### src/rtl/usb_seg_pkg.sv
// Shared definitions for the USB segment router: direction codes, FSM states,
// status flag positions, response magic and the identification fingerprint.
package usb_seg_pkg;

    localparam logic [3:0] DIR_FP    = 4'h0;
    localparam logic [3:0] DIR_IN    = 4'h4;
    localparam logic [3:0] DIR_OUT   = 4'h8;
    localparam logic [3:0] DIR_ABORT = 4'hF;

    typedef enum logic [2:0] {
        IDLE     = 3'd0,
        XFER_IN  = 3'd1,
        XFER_OUT = 3'd2,
        RESP0    = 3'd3,
        RESP1    = 3'd4
    } state_e;

    localparam int FLAG_BAD   = 0;
    localparam int FLAG_ABORT = 1;
    localparam int FLAG_TRUNC = 2;

    localparam logic [7:0]  RESP_MAGIC  = 8'hA5;
    localparam logic [63:0] FINGERPRINT = 64'h4742_4120_492F_4F0A;
    localparam int          CNT_W       = 32;

    // Host reads the fingerprint little-endian, so each word goes out byte-reversed.
    function automatic logic [31:0] byte_rev32(input logic [31:0] w);
        return {w[7:0], w[15:8], w[23:16], w[31:24]};
    endfunction

endpackage

### src/rtl/usb_seg_router_if.sv
// Bundle of the ctrl/resp/tx/rx streams and the memory mux port.
// slave = router side, master = host/memory environment side.
interface usb_seg_router_if #(
    parameter int DATA_W = 32,
    parameter int ADDR_W = 26
);
    logic [31:0]       ctrl_tdata;
    logic              ctrl_tvalid;
    logic              ctrl_tready;
    logic [31:0]       resp_tdata;
    logic              resp_tvalid;
    logic              resp_tlast;
    logic              resp_tready;
    logic [DATA_W-1:0] tx_tdata;
    logic              tx_tvalid;
    logic              tx_tready;
    logic [DATA_W-1:0] rx_tdata;
    logic              rx_tvalid;
    logic              rx_tlast;
    logic              rx_tready;
    logic [ADDR_W-1:0] mem_addr;
    logic              mem_wr;
    logic [DATA_W-1:0] mem_wr_data;
    logic              mem_wr_ready;
    logic              mem_rd;
    logic [DATA_W-1:0] mem_rd_data;
    logic              mem_rd_valid;
    logic              mem_rd_ready;

    modport slave (
        input  ctrl_tdata, ctrl_tvalid, output ctrl_tready,
        output resp_tdata, resp_tvalid, resp_tlast, input resp_tready,
        input  tx_tdata, tx_tvalid, output tx_tready,
        output rx_tdata, rx_tvalid, rx_tlast, input rx_tready,
        output mem_addr, mem_wr, mem_wr_data, input mem_wr_ready,
        output mem_rd, input mem_rd_data, mem_rd_valid, mem_rd_ready
    );

    modport master (
        output ctrl_tdata, ctrl_tvalid, input ctrl_tready,
        input  resp_tdata, resp_tvalid, resp_tlast, output resp_tready,
        output tx_tdata, tx_tvalid, input tx_tready,
        input  rx_tdata, rx_tvalid, rx_tlast, output rx_tready,
        input  mem_addr, mem_wr, mem_wr_data, output mem_wr_ready,
        input  mem_rd, output mem_rd_data, mem_rd_valid, mem_rd_ready
    );
endinterface

### src/rtl/usb_seg_resp.sv
// Two-word response serializer: load captures both words, word1 carries tlast,
// done pulses when word1 is accepted.
module usb_seg_resp (
    input  logic        clk,
    input  logic        rst,
    input  logic        load_i,
    input  logic [31:0] word0_i,
    input  logic [31:0] word1_i,
    output logic [31:0] resp_tdata_o,
    output logic        resp_tvalid_o,
    output logic        resp_tlast_o,
    input  logic        resp_tready_i,
    output logic        done_o
);
    logic        valid_q, valid_d;
    logic        sel_q, sel_d;
    logic [31:0] w0_q, w0_d;
    logic [31:0] w1_q, w1_d;
    logic        fire_s;

    assign fire_s        = valid_q & resp_tready_i;
    assign resp_tvalid_o = valid_q;
    assign resp_tlast_o  = valid_q & sel_q;
    assign resp_tdata_o  = valid_q ? (sel_q ? w1_q : w0_q) : 32'h0000_0000;
    assign done_o        = fire_s & sel_q;

    // Next-state for the word holders and the word-select phase.
    always_comb begin
        valid_d = valid_q;
        sel_d   = sel_q;
        w0_d    = w0_q;
        w1_d    = w1_q;
        if (load_i) begin
            valid_d = 1'b1;
            sel_d   = 1'b0;
            w0_d    = word0_i;
            w1_d    = word1_i;
        end else if (fire_s) begin
            valid_d = ~sel_q;
            sel_d   = ~sel_q;
        end else begin
            valid_d = valid_q;
        end
    end

    // Serializer registers.
    always_ff @(posedge clk or posedge rst) begin
        if (rst) begin
            valid_q <= 1'b0;
            sel_q   <= 1'b0;
            w0_q    <= 32'h0000_0000;
            w1_q    <= 32'h0000_0000;
        end else begin
            valid_q <= valid_d;
            sel_q   <= sel_d;
            w0_q    <= w0_d;
            w1_q    <= w1_d;
        end
    end
endmodule

### src/rtl/usb_seg_router.sv
// USB command router: decodes host commands, streams data between host and a
// table-driven memory segment, and answers every command with a two-word status.
// Optional feature macro: USB_SEG_ROUTER_ABORT_EN (dir=0xF aborts a running transfer).
module usb_seg_router
    import usb_seg_pkg::*;
#(
    parameter int DATA_W  = 32,
    parameter int ADDR_W  = 26,
    parameter int NUM_SEG = 8,
    parameter logic [NUM_SEG*ADDR_W-1:0] SEG_BASE = {
        ADDR_W'(32'h0000_2000), ADDR_W'(32'h0000_1000), ADDR_W'(32'h0000_0800), ADDR_W'(32'h0000_0400),
        ADDR_W'(32'h0000_0200), ADDR_W'(32'h0000_0100), ADDR_W'(32'h0000_0000), ADDR_W'(32'h0000_0000)},
    parameter logic [NUM_SEG*ADDR_W-1:0] SEG_SIZE = {
        ADDR_W'(32'h0000_1000), ADDR_W'(32'h0000_0800), ADDR_W'(32'h0000_0400), ADDR_W'(32'h0000_0100),
        ADDR_W'(32'h0000_0020), ADDR_W'(32'h0000_0010), ADDR_W'(32'h0000_0010), ADDR_W'(32'h0000_0000)},
    parameter int LED_HOLD = 1000000
) (
    input  logic             clk,
    input  logic             rst,
    usb_seg_router_if.slave  bus,
    output logic             busy,
    output logic             led_act
);
    localparam int BSH   = $clog2(DATA_W / 8);
    localparam int LED_W = (LED_HOLD > 1) ? $clog2(LED_HOLD + 1) : 1;
    localparam logic [ADDR_W-1:0] STRIDE = ADDR_W'(DATA_W / 8);

    state_e             state_q, state_d;
    logic [3:0]         seg_q, seg_d;
    logic [3:0]         dir_q, dir_d;
    logic               fp_q, fp_d;
    logic [7:0]         flags_q, flags_d;
    logic [ADDR_W-1:0]  offset_q, offset_d;
    logic [CNT_W-1:0]   remaining_q, remaining_d;
    logic [CNT_W-1:0]   done_q, done_d;
    logic [LED_W-1:0]   led_q, led_d;

    logic [ADDR_W-1:0]  base_a [16];
    logic [ADDR_W-1:0]  size_a [16];
    logic [3:0]         cmd_seg_s, cmd_dir_s;
    logic [23:0]        cmd_n_s;
    logic               seg_ok_s, trunc_s;
    logic [CNT_W-1:0]   size_words_s, req_words_s, rem_words_s;
    logic               in_s, out_s, ctrl_ready_s, ctrl_fire_s, beat_s;
    logic               resp_load_s, resp_done_s;
    logic [31:0]        word0_s, word1_s;

    // Unused table slots read as an empty segment so a 4-bit index is always safe.
    for (genvar i = 0; i < 16; i++) begin : g_tab
        if (i < NUM_SEG) begin : g_used
            assign base_a[i] = SEG_BASE[i*ADDR_W +: ADDR_W];
            assign size_a[i] = SEG_SIZE[i*ADDR_W +: ADDR_W];
        end else begin : g_empty
            assign base_a[i] = '0;
            assign size_a[i] = '0;
        end
    end

    assign in_s  = (state_q == XFER_IN);
    assign out_s = (state_q == XFER_OUT);
`ifdef USB_SEG_ROUTER_ABORT_EN
    assign ctrl_ready_s = ~rst & ((state_q == IDLE) | in_s | out_s);
`else
    assign ctrl_ready_s = ~rst & (state_q == IDLE);
`endif
    assign ctrl_fire_s     = bus.ctrl_tvalid & ctrl_ready_s;
    assign bus.ctrl_tready = ctrl_ready_s;

    assign bus.tx_tready   = out_s & bus.mem_wr_ready;
    assign bus.mem_wr      = bus.tx_tready & bus.tx_tvalid;
    assign bus.mem_wr_data = bus.mem_wr ? bus.tx_tdata : '0;
    assign bus.rx_tvalid   = in_s & bus.mem_rd_valid & bus.mem_rd_ready;
    assign bus.rx_tdata    = bus.rx_tvalid ? bus.mem_rd_data : '0;
    assign bus.mem_rd      = bus.rx_tvalid & bus.rx_tready;
    assign bus.rx_tlast    = bus.rx_tvalid & (remaining_q == CNT_W'(1));
    assign bus.mem_addr    = (in_s | out_s) ? (base_a[seg_q] + offset_q) : '0;
    assign beat_s          = bus.mem_wr | bus.mem_rd;
    assign busy            = (state_q != IDLE);
    assign led_act         = (led_q != '0);

    // Decode of the command word currently offered on the ctrl stream.
    always_comb begin
        cmd_seg_s    = bus.ctrl_tdata[3:0];
        cmd_dir_s    = bus.ctrl_tdata[7:4];
        cmd_n_s      = bus.ctrl_tdata[31:8];
        seg_ok_s     = (cmd_seg_s != 4'd0) && (int'(cmd_seg_s) < NUM_SEG);
        size_words_s = CNT_W'(size_a[cmd_seg_s] >> BSH);
        req_words_s  = (cmd_n_s == 24'd0) ? size_words_s : CNT_W'(cmd_n_s);
        trunc_s      = (req_words_s > size_words_s);
        rem_words_s  = trunc_s ? size_words_s : req_words_s;
    end

    // Transfer FSM next-state and bookkeeping.
    always_comb begin
        state_d     = state_q;
        seg_d       = seg_q;
        dir_d       = dir_q;
        fp_d        = fp_q;
        flags_d     = flags_q;
        offset_d    = offset_q;
        remaining_d = remaining_q;
        done_d      = done_q;
        case (state_q)
            IDLE: begin
                if (ctrl_fire_s) begin
                    seg_d       = cmd_seg_s;
                    dir_d       = cmd_dir_s;
                    fp_d        = 1'b0;
                    flags_d     = 8'h00;
                    offset_d    = '0;
                    done_d      = '0;
                    remaining_d = '0;
                    if (cmd_dir_s == DIR_FP) begin
                        fp_d    = 1'b1;
                        state_d = RESP0;
                    end else if (!seg_ok_s || (cmd_dir_s != DIR_IN && cmd_dir_s != DIR_OUT)) begin
                        flags_d[FLAG_BAD] = 1'b1;
                        state_d           = RESP0;
                    end else begin
                        remaining_d         = rem_words_s;
                        flags_d[FLAG_TRUNC] = trunc_s;
                        // An empty segment has nothing to move; answer at once.
                        if (rem_words_s == '0) begin
                            state_d = RESP0;
                        end else begin
                            state_d = (cmd_dir_s == DIR_IN) ? XFER_IN : XFER_OUT;
                        end
                    end
                end else begin
                    state_d = IDLE;
                end
            end
            XFER_IN, XFER_OUT: begin
                if (beat_s) begin
                    offset_d    = offset_q + STRIDE;
                    remaining_d = remaining_q - CNT_W'(1);
                    done_d      = done_q + CNT_W'(1);
                    state_d     = (remaining_q == CNT_W'(1)) ? RESP0 : state_q;
                end else begin
                    state_d = state_q;
                end
`ifdef USB_SEG_ROUTER_ABORT_EN
                if (ctrl_fire_s && cmd_dir_s == DIR_ABORT) begin
                    flags_d[FLAG_ABORT] = 1'b1;
                    state_d             = RESP0;
                end else begin
                    flags_d[FLAG_ABORT] = flags_q[FLAG_ABORT];
                end
`endif
            end
            RESP0:   state_d = (bus.resp_tvalid & bus.resp_tready) ? RESP1 : RESP0;
            RESP1:   state_d = resp_done_s ? IDLE : RESP1;
            default: state_d = IDLE;
        endcase
    end

    // Status words are built from next-state values so they load on the RESP0 entry edge.
    always_comb begin
        resp_load_s = (state_d == RESP0) && (state_q != RESP0);
        if (fp_d) begin
            word0_s = byte_rev32(FINGERPRINT[63:32]);
            word1_s = byte_rev32(FINGERPRINT[31:0]);
        end else begin
            word0_s = {RESP_MAGIC, flags_d, 8'h00, dir_d, seg_d};
            word1_s = done_d;
        end
    end

    // Activity LED stretch counter.
    always_comb begin
        if ((state_d == XFER_IN || state_d == XFER_OUT) && !(in_s || out_s)) begin
            led_d = LED_W'(LED_HOLD);
        end else if (led_q != '0) begin
            led_d = led_q - LED_W'(1);
        end else begin
            led_d = led_q;
        end
    end

    // State and datapath registers.
    always_ff @(posedge clk or posedge rst) begin
        if (rst) begin
            state_q     <= IDLE;
            seg_q       <= 4'h0;
            dir_q       <= 4'h0;
            fp_q        <= 1'b0;
            flags_q     <= 8'h00;
            offset_q    <= '0;
            remaining_q <= '0;
            done_q      <= '0;
            led_q       <= '0;
        end else begin
            state_q     <= state_d;
            seg_q       <= seg_d;
            dir_q       <= dir_d;
            fp_q        <= fp_d;
            flags_q     <= flags_d;
            offset_q    <= offset_d;
            remaining_q <= remaining_d;
            done_q      <= done_d;
            led_q       <= led_d;
        end
    end

    usb_seg_resp u_resp (
        .clk           (clk),
        .rst           (rst),
        .load_i        (resp_load_s),
        .word0_i       (word0_s),
        .word1_i       (word1_s),
        .resp_tdata_o  (bus.resp_tdata),
        .resp_tvalid_o (bus.resp_tvalid),
        .resp_tlast_o  (bus.resp_tlast),
        .resp_tready_i (bus.resp_tready),
        .done_o        (resp_done_s)
    );
endmodule

### src/flat_wrapper.sv
// flat-port wrapper written by rule: the top's interface ports become plain ports
module usb_seg_router_flat import usb_seg_pkg::*;
#(
    parameter int DATA_W  = 32,
    parameter int ADDR_W  = 26,
    parameter int NUM_SEG = 8,
    parameter logic [NUM_SEG*ADDR_W-1:0] SEG_BASE = {
        ADDR_W'(32'h0000_2000), ADDR_W'(32'h0000_1000), ADDR_W'(32'h0000_0800), ADDR_W'(32'h0000_0400),
        ADDR_W'(32'h0000_0200), ADDR_W'(32'h0000_0100), ADDR_W'(32'h0000_0000), ADDR_W'(32'h0000_0000)},
    parameter logic [NUM_SEG*ADDR_W-1:0] SEG_SIZE = {
        ADDR_W'(32'h0000_1000), ADDR_W'(32'h0000_0800), ADDR_W'(32'h0000_0400), ADDR_W'(32'h0000_0100),
        ADDR_W'(32'h0000_0020), ADDR_W'(32'h0000_0010), ADDR_W'(32'h0000_0010), ADDR_W'(32'h0000_0000)},
    parameter int LED_HOLD = 1000000
)
  (clk, rst, busy, led_act, bus_ctrl_tdata, bus_ctrl_tvalid, bus_ctrl_tready, bus_resp_tdata, bus_resp_tvalid, bus_resp_tlast, bus_resp_tready, bus_tx_tdata, bus_tx_tvalid, bus_tx_tready, bus_rx_tdata, bus_rx_tvalid, bus_rx_tlast, bus_rx_tready, bus_mem_addr, bus_mem_wr, bus_mem_wr_data, bus_mem_wr_ready, bus_mem_rd, bus_mem_rd_data, bus_mem_rd_valid, bus_mem_rd_ready);
  usb_seg_router_if #(.DATA_W(DATA_W), .ADDR_W(ADDR_W)) bus_i ();
  input  logic clk;
  input  logic rst;
  output logic busy;
  output logic led_act;
  input wire logic [$bits(bus_i.ctrl_tdata)-1:0] bus_ctrl_tdata;
  input wire logic [$bits(bus_i.ctrl_tvalid)-1:0] bus_ctrl_tvalid;
  output wire logic [$bits(bus_i.ctrl_tready)-1:0] bus_ctrl_tready;
  output wire logic [$bits(bus_i.resp_tdata)-1:0] bus_resp_tdata;
  output wire logic [$bits(bus_i.resp_tvalid)-1:0] bus_resp_tvalid;
  output wire logic [$bits(bus_i.resp_tlast)-1:0] bus_resp_tlast;
  input wire logic [$bits(bus_i.resp_tready)-1:0] bus_resp_tready;
  input wire logic [$bits(bus_i.tx_tdata)-1:0] bus_tx_tdata;
  input wire logic [$bits(bus_i.tx_tvalid)-1:0] bus_tx_tvalid;
  output wire logic [$bits(bus_i.tx_tready)-1:0] bus_tx_tready;
  output wire logic [$bits(bus_i.rx_tdata)-1:0] bus_rx_tdata;
  output wire logic [$bits(bus_i.rx_tvalid)-1:0] bus_rx_tvalid;
  output wire logic [$bits(bus_i.rx_tlast)-1:0] bus_rx_tlast;
  input wire logic [$bits(bus_i.rx_tready)-1:0] bus_rx_tready;
  output wire logic [$bits(bus_i.mem_addr)-1:0] bus_mem_addr;
  output wire logic [$bits(bus_i.mem_wr)-1:0] bus_mem_wr;
  output wire logic [$bits(bus_i.mem_wr_data)-1:0] bus_mem_wr_data;
  input wire logic [$bits(bus_i.mem_wr_ready)-1:0] bus_mem_wr_ready;
  output wire logic [$bits(bus_i.mem_rd)-1:0] bus_mem_rd;
  input wire logic [$bits(bus_i.mem_rd_data)-1:0] bus_mem_rd_data;
  input wire logic [$bits(bus_i.mem_rd_valid)-1:0] bus_mem_rd_valid;
  input wire logic [$bits(bus_i.mem_rd_ready)-1:0] bus_mem_rd_ready;
  assign bus_i.ctrl_tdata = bus_ctrl_tdata;
  assign bus_i.ctrl_tvalid = bus_ctrl_tvalid;
  assign bus_ctrl_tready = bus_i.ctrl_tready;
  assign bus_resp_tdata = bus_i.resp_tdata;
  assign bus_resp_tvalid = bus_i.resp_tvalid;
  assign bus_resp_tlast = bus_i.resp_tlast;
  assign bus_i.resp_tready = bus_resp_tready;
  assign bus_i.tx_tdata = bus_tx_tdata;
  assign bus_i.tx_tvalid = bus_tx_tvalid;
  assign bus_tx_tready = bus_i.tx_tready;
  assign bus_rx_tdata = bus_i.rx_tdata;
  assign bus_rx_tvalid = bus_i.rx_tvalid;
  assign bus_rx_tlast = bus_i.rx_tlast;
  assign bus_i.rx_tready = bus_rx_tready;
  assign bus_mem_addr = bus_i.mem_addr;
  assign bus_mem_wr = bus_i.mem_wr;
  assign bus_mem_wr_data = bus_i.mem_wr_data;
  assign bus_i.mem_wr_ready = bus_mem_wr_ready;
  assign bus_mem_rd = bus_i.mem_rd;
  assign bus_i.mem_rd_data = bus_mem_rd_data;
  assign bus_i.mem_rd_valid = bus_mem_rd_valid;
  assign bus_i.mem_rd_ready = bus_mem_rd_ready;
  usb_seg_router #(.DATA_W(DATA_W), .ADDR_W(ADDR_W), .NUM_SEG(NUM_SEG), .SEG_BASE(SEG_BASE), .SEG_SIZE(SEG_SIZE), .LED_HOLD(LED_HOLD)) u_core (.clk(clk), .rst(rst), .bus(bus_i), .busy(busy), .led_act(led_act));
endmodule
### config.mk
export PLATFORM = sky130hd
export DESIGN_NAME = usb_seg_router_flat
export DESIGN_NICKNAME = d
export VERILOG_FILES = /design/src/rtl/usb_seg_pkg.sv /design/src/rtl/usb_seg_router_if.sv /design/src/rtl/usb_seg_resp.sv /design/src/rtl/usb_seg_router.sv /design/src/flat_wrapper.sv
export SDC_FILE = /design/constraint.sdc
export NUM_CORES = 1
export LEC_CHECK = 0
export BUFFER_PORTS_ARGS = -buffer_cell sky130_fd_sc_hd__buf_2
export CAP_MARGIN = 20
export CORE_UTILIZATION = 50
export DETAILED_ROUTE_END_ITERATION = 8
export GPL_TIMING_DRIVEN = 1
export PLACE_DENSITY_LB_ADDON = 0.3
export SYNTH_ARGS = -nofsm -noshare
export SYNTH_HDL_FRONTEND = slang
export SYNTH_SLANG_ARGS = --single-unit
### constraint.sdc
create_clock -name clk -period 6.4 [get_ports clk]
set_input_delay 0.32 -clock clk [delete_from_list [all_inputs] [get_ports clk]]
set_output_delay 0.32 -clock clk [all_outputs]
set_load 0.02 [all_outputs]
==> impl_metrics.csv, run 1 <==
group,metric,value,unit
status,status,"finished clean",
floorplanning,io_pins,237,
route,drt-total-wl,27100,µm
clock_network,cts_max_path_buffers,2,
floorplanning,die_area,21900,µm²
power_and_ir_drop,clkPwrFrac,0.231,
timing,whs,0.119,ns
timing,rsz0062_at_grt,"no",
cells_and_area,final_cell_mix,"234 x buf_2, 181 x dfrtp_1, 123 x nand2_1",
cells_and_area,drive_gt1_frac,0.221,
clock_network,cts_htree_levels,4,
hold_path,min_path_type,"input pin to flop",
clock_network,clk_latency,0.44,ns
global_routing,grt_pass1_wl,44200,µm
cells_and_area,antenna_cells,0,
power_and_ir_drop,power_leakage,6.21,nW
power_and_ir_drop,ir_drop,223,µV
clock_network,root_buffer,"clkbuf_16",
route,vias_per_cell,5.47,
critical_path,crit_fanout,53,
route,drc,0,
yosys,ys_types,69,
cells_and_area,nets,1529,
yosys,ys.flop_type,"dfrtp_1",
power_and_ir_drop,sw_frac_of_total,0.421,
timing,drv_slew,0,
clock_network,cts_buffers,17,
yosys,synth_area_per_cell,8.96,µm²
yosys,syn_area,10700,µm²
critical_path,worstSetupPathType,"input pin to flop",
clock_network,cts.sink_count,181,
global_routing,grt_max_degree,120,
power_and_ir_drop,power.internal,2.64,mW
floorplanning,die_h,148,µm
power_and_ir_drop,power_switching,1.92,mW
floorplanning,die_width,148,µm
power_and_ir_drop,powerDensity,357,nW/µm²
placement,port_buffers,234,
floorplanning,core_area,21000,µm²
critical_path,arrival,4.88,ns
route,ant_nets,0,
clock_network,path_clk_slew,0.08,ns
cells_and_area,fill_cells,1818,
timing,hold_viol,0,
timing,worst_pin_slew,1.06,ns
timing,tns,0,ns
timing,max_freq,219,MHz
critical_path,worstPathCellList,"buf_2 > or4_1 > or2_1 > nor3_1 > nand3_1 > nand2_1 > ha_1 > nand4b_1 > a311oi_1 > a2111oi_2 > o21ai_1 > o2bb2ai_1 > o31a_1 > a21oi_4 > buf_12 > mux2_1",
critical_path,required,6.72,ns
route,drt-initial-drc-count,565,
cells_and_area,fin_area,12700,µm²
yosys,yosysWarnings,0,
cells_and_area,mostFrequentLayoutCell,"buf_2",
run,cap_violations,0,
power_and_ir_drop,pwr-share-comb,0.412,
critical_path,crit_path_max_incr_delay,0.81,ns
timing,slew_headroom,0.294,
route,wl_per_cell,16.0,µm
yosys,ys_ff_latch,181,
route,vias,9241,
critical_path,crit_path_start_kind,"input pin",
clock_network,post-cts-setup-buffer-count,0,
critical_path,cpMaxStageDelayCell,"nor3_1",
critical_path,crit_path_end_kind,"flop",
global_routing,grt_usage,0.252,
yosys,yosysSeqAreaShare,0.424,
timing,finalSetupViolations,0,
placement,postPlaceCellArea,12100,µm²
timing,period_share,0.713,
yosys,async_flop_share,1.00,
placement,detailed_place_hpwl,19100,µm
power_and_ir_drop,power_frac_seq,0.357,
timing,final.setup_skew,0.0127,ns
placement,gp_congestion,0.875,
route,firstDrtPassIters,5,
floorplanning,num_rows,53,
cells_and_area,syn2layout_area_growth,19.4,%
clock_network,cts_tree,"done",
floorplanning,start_util,0.509,
yosys,synth_edf_count,0,
yosys,syn_inst,1191,
cells_and_area,fin_util,0.608,
global_routing,antenna_found_initial,0,
global_routing,overflow,0,
global_routing,grt_pass1_vias,8667,
timing,period_needed,4.56,ns
## registers in the layout (all words and copies together) (netlist names)
name                         cells
u_core.u_resp.w0_q              19
u_core.u_resp.resp_tvalid_o      1
u_core.offset_q                 24
u_core.led_q                    20
u_core.done_q                   32
u_core.dir_q                     4
u_core.state_q                   3
u_core.u_resp.sel_q              1
u_core.u_resp.w1_q              32
u_core.remaining_q              32
u_core.seg_q                     4
u_core.fp_q                      1
u_core.flags_q                   8
## kinds of logic (layout without fill, tap and decap cells)
group                    after synthesis  count (layout)  share of synthesized area
AND/OR/NAND/NOR                      554             554                      0.274
flip-flops                           181             181                      0.424
AO/OA/AOI/OAI                        165             165                     0.0971
buffers and inverters                121             344                     0.0454
multiplexers                          83              83                     0.0798
XOR/XNOR                              63              63                     0.0517
adder cells (fa/ha/maj)               23              23                     0.0274
other                                  1               2                   0.000351
## worst max-delay path, delay by kind of cell
| kind | cells | cell delay (ns) |
|---|---|---|
| buf+inv | 2 | 0.43 |
| compound gates | 6 | 1.53 |
| fa+ha+maj | 1 | 0.16 |
| simple gates | 6 | 2.03 |
| mux | 1 | 0.36 |
## synth_stat cells, drive strengths merged (3+ instances only)
library cell	count	area, µm²
dfrtp	181	4530
nand2	123	462
nor2	116	445
mux2i	66	661
inv	63	236
and3	58	363
and2	56	350
a21oi	48	240
o21ai	46	230
clkbuf	42	159
nand3	42	210
xnor2	32	280
xor2	31	272
nor3	26	135
nor2b	22	138
nor4	22	165
ha	21	263
mux2	17	191
buf	16	88.8
or3	16	100
a21o	13	97.6
nand2b	13	81.3
nand4	12	75.1
and4	10	87.6
o31ai	10	75.1
or4	10	78.8
o211ai	9	67.6
or2	8	50.1
nor3b	7	62.6
o22ai	7	43.8
a21boi	6	45.0
nand3b	6	45.0
a2111oi	3	52.6
a211oi	3	22.5
a31oi	3	18.8
nand4b	3	26.3
o21a	3	22.5
or4b	3	37.5
## cell type report
| class | count | area, µm² | area share |
|---|---|---|---|
| clock buffers | 17 | 425 | 0.0334 |
| clock inverters | 15 | 173 | 0.0136 |
| inverters | 63 | 241 | 0.0190 |
| multi-input cells | 890 | 5690 | 0.446 |
| flip-flops and latches | 181 | 4530 | 0.355 |
| well taps | 275 | 344 | 0.0270 |
| repair buffers | 249 | 1340 | 0.105 |
## routing by layer
layer | global-route usage | wire (µm) | vias up
li1 | - | - | 4533
met1 | 0.364 | 13000 | 4463
met2 | 0.403 | 12700 | 225
met3 | 0.0319 | 1090 | 20
met4 | 0.0598 | 307 | 0
met5 | 0 | 0 | -
## power by group through the flow
stage / clock network [mW] / logic (mW) / registers, mW
floorplan: 0 / 1.40 / 1.56
detailed placement: 0 / 1.82 / 1.66
finish: 1.05 / 1.88 / 1.62
global placement: 0 / 1.78 / 1.65
CTS: 1.07 / 1.84 / 1.65
global route: 1.12 / 2.08 / 1.66
## worst paths after layout
| kind | from | end | slack (ns) | cells after the start |
|---|---|---|---|---|
| worst max register to register | u_core.state_q[0]$_DFF_PP0_ | u_core.offset_q[23]$_DFFE_PP0P_ | 2.56 | 10 |
| min in group asynchronous | rst | u_core.led_q[18]$_DFFE_PP0P_ | 0.37 | 3 |
| max in group asynchronous | rst | u_core.offset_q[22]$_DFFE_PP0P_ | 4.43 | 5 |
| worst min register to register | u_core.dir_q[3]$_DFF_PP0_ | u_core.dir_q[3]$_DFF_PP0_ | 0.47 | 2 |
| worst max-delay path | bus_ctrl_tdata[20] | u_core.u_resp.w0_q[14]$_DFFE_PP0P_ | 1.84 | 16 |
| worst min-delay path | bus_ctrl_tdata[4] | u_core.dir_q[0]$_DFF_PP0_ | 0.12 | 3 |
## what timing repair did
action / 4_1_cts / 5_1_grt
resized for setup: 0 / 0
hold endpoints to repair: 0 / 16
hold buffers: 0 / 1
## through the flow
step	instances	worst slack, ns	power [mW]
floorplan	1192	1.16	2.96
global placement	1654	1.57	3.43
detailed placement	1654	1.46	3.48
CTS	1686	1.92	4.55
global route	1690	1.47	4.86
finish	1690	1.84	4.55
(Power assumes the default switching activity.)
==> inputs of run 2 (changes only) <==
clock period = 4.75 ns   (was 6.4 ns; I/O delays follow)
==> run 2 against run 1 <==
Compared with the run above: clock-buffer cell count rose by 2; hold slack got worse by 0.061 ns; largest cell class unchanged; global-route usage shrank 0.30 points; critical path depth rose by 2; sequential power grew 36%; register-to-register slack lost 1.4 ns; largest power group unchanged; sequential share of layout area barely moved; clock skew shrank 0.0040 ns; routed wire length decreased by 1.1%; critical path type unchanged; non-clock buffer count rose by 4; cell area barely moved.
==> impl_metrics.csv, run 2 (synthesis gave the netlist of run 1 again) <==
group,metric,value,unit
clock_network,cts_buffers,17,
global_routing,grt_usage,0.249,
cells_and_area,drive_gt1_frac,0.223,
cells_and_area,final_cell_mix,"234 x buf_2, 181 x dfrtp_1, 123 x nand2_1",
critical_path,reg2regPathDepth,9,
timing,fin_ws,1.02,ns
timing,finalSetupViolations,0,
placement,place_ws,0.591,ns
timing,drv_slew,0,
cells_and_area,mostFrequentLayoutCell,"buf_2",
cells_and_area,nets,1533,
status,status,"finished clean",
power_and_ir_drop,ir_drop,310,µV
timing,final.setup_skew,0.00870,ns
hold_path,min_path_type,"input pin to flop",
run,cap_violations,0,
timing,slew_headroom,0.357,
timing,worst_pin_slew,0.961,ns
hold_path,min_path_cells,3,
clock_network,root_buffer,"clkbuf_16",
clock_network,clk_latency,0.43,ns
clock_network,post-cts-setup-buffer-count,0,
placement,port_buffers,234,
timing,whs,0.0581,ns
clock_network,cts_max_path_buffers,2,
power_and_ir_drop,power_leakage,6.21,nW
placement,detailed_place_hpwl,18900,µm
timing,period_share,0.785,
floorplanning,start_util,0.509,
global_routing,grt_pass1_vias,8802,
route,drc,0,
clock_network,cts_htree_levels,4,
timing,hold_viol,0,
placement,postPlaceCellArea,12100,µm²
route,vias_per_cell,5.49,
global_routing,grt_pass1_wl,44100,µm
floorplanning,die_h,148,µm
timing,period_needed,3.73,ns
critical_path,crit_path_end_kind,"flop",
clock_network,path_clk_slew,0.07,ns
global_routing,antenna_found_initial,1,
route,vias,9296,
global_routing,overflow,0,
route,firstDrtPassIters,6,
cells_and_area,reg_top3,"u_core.done_q (32), u_core.remaining_q (32), u_core.u_resp.w1_q (32)",
timing,max_freq,268,MHz
clock_network,postCtsHoldBufs,1,
route,ant_nets,0,
cells_and_area,fin_area,12700,µm²
route,drt-initial-drc-count,715,
floorplanning,core_area,21000,µm²
floorplanning,num_rows,53,
critical_path,arrival,4.03,ns
clock_network,cts_tree,"done",
timing,tns,0,ns
critical_path,crit_path_start_kind,"input pin",
critical_path,worstSetupPathType,"input pin to flop",
floorplanning,io_pins,237,
floorplanning,die_area,21900,µm²
power_and_ir_drop,powerDensity,479,nW/µm²
floorplanning,die_width,148,µm
placement,gp_congestion,0.879,
critical_path,crit_fanout,53,
cells_and_area,syn2layout_area_growth,19.4,%
clock_network,cts.sink_count,181,
timing,rsz0062_at_grt,"no",
route,wl_per_cell,15.8,µm
critical_path,required,5.05,ns
route,drt-total-wl,26800,µm
global_routing,grt_max_degree,170,
clock_network,cts-resized-gates,0,
[run 2: changes by cell type in the layout (fill, tap and decap cells not counted), moves of 2 or more]
cell and delta:
clkinv_8 -4, clkinv_4 +2, clkbuf_8 +2, inv_8 -5, clkinvlp_4 +4, buf_4 +5
[run 2: area by class of cell]
| class | count | area [µm²] |
|---|---|---|
| clock buffer | 19 | 453 |
| inverter | 63 | 240 |
| timing repair buffer | 253 | 1360 |
| fill | 1859 | 8220 |
| multi-input combinational | 890 | 5690 |
| sequential | 181 | 4530 |
| antenna | 1 | 2.50 |
| clock inverter | 12 | 121 |
| tap | 275 | 344 |
[run 2: stage by stage]
| step | total power, mW | std cells | utilization |
|---|---|---|---|
| 4_1_cts | 6.11 | 1692 | 0.606 |
| 2_1_floorplan | 3.99 | 1192 | - |
| 5_1_grt | 6.51 | 1694 | 0.608 |
| 3_3_place_gp | 4.65 | 1660 | 0.579 |
| 3_5_place_dp | 4.72 | 1660 | 0.579 |
| 6_report | 6.11 | 1694 | 0.608 |
[run 2: final timing paths]
path,slack (ns),to,startpoint
max,1.02,u_core.u_resp.w0_q[14]$_DFFE_PP0P_,bus_ctrl_tdata[21]
min,0.06,u_core.dir_q[0]$_DFF_PP0_,bus_ctrl_tdata[4]
max reg2reg,1.20,u_core.u_resp.w1_q[31]$_DFFE_PP0P_,u_core.state_q[0]$_DFF_PP0_
min reg2reg,0.47,u_core.u_resp.w0_q[29]$_DFFE_PP0P_,u_core.u_resp.w0_q[29]$_DFFE_PP0P_
max in group asynchronous,3.24,u_core.offset_q[7]$_DFFE_PP0P_,rst
min in group asynchronous,0.34,u_core.led_q[18]$_DFFE_PP0P_,rst
[run 2: critical path, stage by stage]
cell and delay, ns:
buf_2 0.11, or4_1 0.56, or2_1 0.26, nor3_1 0.19, buf_4 0.19, nand3_1 0.09
nand2_1 0.09, ha_1 0.16, nand4b_1 0.13, a311oi_1 0.38, a2111oi_2 0.10, o21ai_1 0.19
buf_4 0.19, o2bb2ai_1 0.07, o31a_1 0.18, a21oi_4 0.18, buf_12 0.31, mux2_1 0.37
[run 2: power breakdown]
group	internal (mW)	switching (mW)	total [mW]	leakage [nW]
sequential	1.87	0.326	2.20	2.37
clock	0.758	0.623	1.38	0.274
combinational	0.978	1.55	2.53	3.56
total	3.61	2.50	6.11	6.21
[run 2: metal layers]
metal	wire, µm	track usage	up-vias
met5	0	0	-
met4	324	0.0696	0
met3	944	0.0288	26
met2	12800	0.404	200
met1	12700	0.352	4524
li1	-	-	4546
==> inputs of run 3 (changes only) <==
clock period = 3.8 ns   (was 4.75 ns; I/O delays follow)
==> run 3 against run 2 <==
Compared with the run above: critical endpoint is now u_core.u_resp.w1_q[12]$_DFFE_PP0P_; hold slack got worse by 0.0085 ns; cell area is 2.0% higher; first-iteration DRC count shrank 23%.
==> impl_metrics.csv, run 3 (synthesis gave the netlist of run 1 again) <==
group,metric,value,unit
timing,slew_headroom,0.373,
timing,final.setup_skew,0.0117,ns
critical_path,crit_fanout,32,
power_and_ir_drop,power_leakage,6.36,nW
route,drc,0,
critical_path,reg2reg_slack,0.49,ns
critical_path,required,4.15,ns
critical_path,crit_path_end_kind,"flop",
timing,period_needed,3.49,ns
global_routing,antenna_found_initial,0,
power_and_ir_drop,powerDensity,592,nW/µm²
status,status,"finished clean",
cells_and_area,drive_gt1_frac,0.239,
cells_and_area,seqCellArea,4530,µm²
cells_and_area,multi_input_area,5700,µm²
clock_network,cts_htree_levels,4,
cells_and_area,antenna_cells,0,
floorplanning,start_util,0.509,
cells_and_area,fin_util,0.620,
critical_path,arrival,3.84,ns
timing,rsz0062_at_grt,"no",
cells_and_area,reg_top3,"u_core.done_q (32), u_core.remaining_q (32), u_core.u_resp.w1_q (32)",
critical_path,r2r-start,"u_core.remaining_q[25]$_DFFE_PP0P_",
cells_and_area,nets,1564,
floorplanning,die_width,148,µm
cells_and_area,fill_cells,1802,
route,firstDrtPassIters,5,
critical_path,rr_endpoint,"u_core.u_resp.w1_q[12]$_DFFE_PP0P_",
critical_path,crit_path_start_kind,"input pin",
timing,finalSetupViolations,0,
clock_network,cts_tree,"done",
cells_and_area,mostFrequentLayoutCell,"buf_2",
timing,max_freq,287,MHz
critical_path,worstPathCellList,"buf_2 > or4_1 > or2_1 > nor3_4 > a21o_1 > ha_1 > nor3_1 > a311oi_1 > a2111oi_2 > o21ai_1 > o31a_1 > a21oi_4 > buf_12 > buf_4 > mux2i_1",
placement,detailed_place_hpwl,20100,µm
route,wl_per_cell,16.1,µm
floorplanning,die_h,148,µm
route,vias,9374,
route,ant_nets,0,
timing,whs,0.0497,ns
global_routing,overflow,0,
critical_path,crit_path_max_incr_delay,0.54,ns
critical_path,cpMaxStageDelayCell,"or4_1",
clock_network,clk_latency,0.44,ns
floorplanning,num_rows,53,
power_and_ir_drop,ir_drop,347,µV
timing,hold_viol,0,
power_and_ir_drop,p_total,7.69,mW
global_routing,grt_usage,0.255,
route,vias_per_cell,5.43,
placement,port_buffers,234,
timing,drv_slew,0,
clock_network,root_buffer,"clkbuf_16",
critical_path,cp_num_buf_inv,3,
critical_path,worstSetupPathType,"input pin to flop",
clock_network,cts_buffers,17,
hold_path,hold_path_end,"u_core.remaining_q[1]$_DFFE_PP0P_",
global_routing,grt_max_degree,88,
run,cap_violations,0,
floorplanning,io_pins,237,
clock_network,cts.sink_count,181,
cells_and_area,final_cell_mix,"234 x buf_2, 181 x dfrtp_1, 123 x nand2_1",
clock_network,path_clk_slew,0.07,ns
hold_path,min_path_cells,3,
route,drt-initial-drc-count,553,
floorplanning,core_area,21000,µm²
floorplanning,die_area,21900,µm²
hold_path,min_path_type,"input pin to flop",
hold_path,hp-start,"bus_ctrl_tdata[9]",
timing,worst_pin_slew,0.937,ns
cells_and_area,syn2layout_area_growth,21.7,%
timing,period_share,0.917,
clock_network,cts_max_path_buffers,2,
global_routing,grt_pass1_vias,8844,
route,drt-total-wl,27800,µm
critical_path,reg2regPathDepth,10,
critical_path,cp_top_family,"simple AND/OR/NAND/NOR gates",
placement,gp_congestion,0.904,
global_routing,grt_pass1_wl,44900,µm
==> run 3: cell count changes in the layout (fill, tap and decap cells not counted), sizes merged <==
cell and change:
buf +29, inv +3, clkinv -2, dlygate4sd3 +2, bufinv -1, clkinvlp +1, diode -1
==> run 3: timing repair <==
action	CTS	global route
gates resized for setup	0	1
setup endpoints to repair	0	8
hold buffers	2	1
hold endpoints to repair	2	44
buffers inserted	0	0
==> run 3: where the power goes <==
| group | leakage [nW] | internal [mW] | switching [mW] |
|---|---|---|---|
| logic | 3.74 | 1.29 | 1.96 |
| registers | 2.37 | 2.34 | 0.417 |
| clock network | 0.257 | 0.860 | 0.817 |
| total | 6.36 | 4.49 | 3.20 |
==> run 3: worst max-delay path by stage <==
stage | start | endpoint | slack, ns | depth (start not counted)
after global routing | u_core.led_q[4]$_DFFE_PP0P_ | led_act | 0.006 | 6
after detailed placement | bus_ctrl_tdata[29] | u_core.u_resp.w1_q[30]$_DFFE_PP0P_ | -0.14 | 16
final | bus_ctrl_tdata[21] | u_core.u_resp.w1_q[12]$_DFFE_PP0P_ | 0.31 | 15
after floorplan | bus_ctrl_tdata[21] | u_core.u_resp.w0_q[0]$_DFFE_PP0P_ | 0.02 | 14
after CTS | bus_ctrl_tdata[13] | u_core.u_resp.w1_q[30]$_DFFE_PP0P_ | 0.30 | 16
after global placement | bus_ctrl_tdata[29] | u_core.u_resp.w1_q[12]$_DFFE_PP0P_ | -0.03 | 16
==> run 3: area by class of cell <==
type                    instances  share of cell area
clock buffers                  19              0.0333
clock inverters                13             0.00896
inverters                      63              0.0185
multi-input cells             890               0.439
flip-flops and latches        181               0.349
well taps                     275              0.0265
repair buffers                284               0.125
==> run 3: worst register-to-register path: cells and delay by family (launching register included) <==
family                 cells  cell delay (ns)
and+or+nand+nor            3             1.26
DFF                        1             0.40
buffers and inverters      2             0.47
AOI/OAI and AO/OA          4             0.89
muxes                      1             0.20
==> run 3: metrics by stage <==
step	std cells	TNS [ns]	worst slack, ns	instance area, µm²
3_5_place_dp	1688	-3.93	-0.145	12400
5_1_grt	1725	0	0.00648	13000
4_1_cts	1722	0	0.298	12900
3_3_place_gp	1688	-0.329	-0.0303	12400
2_1_floorplan	1192	0	0.0244	10700
6_report	1725	0	0.314	13000
==> run 3: routing by layer <==
metal	up-vias	GRT usage	wire, µm
li1	4608	-	-
met1	4533	0.367	13200
met2	209	0.411	13100
met3	24	0.0331	1120
met4	0	0.0598	277
met5	-	0	0
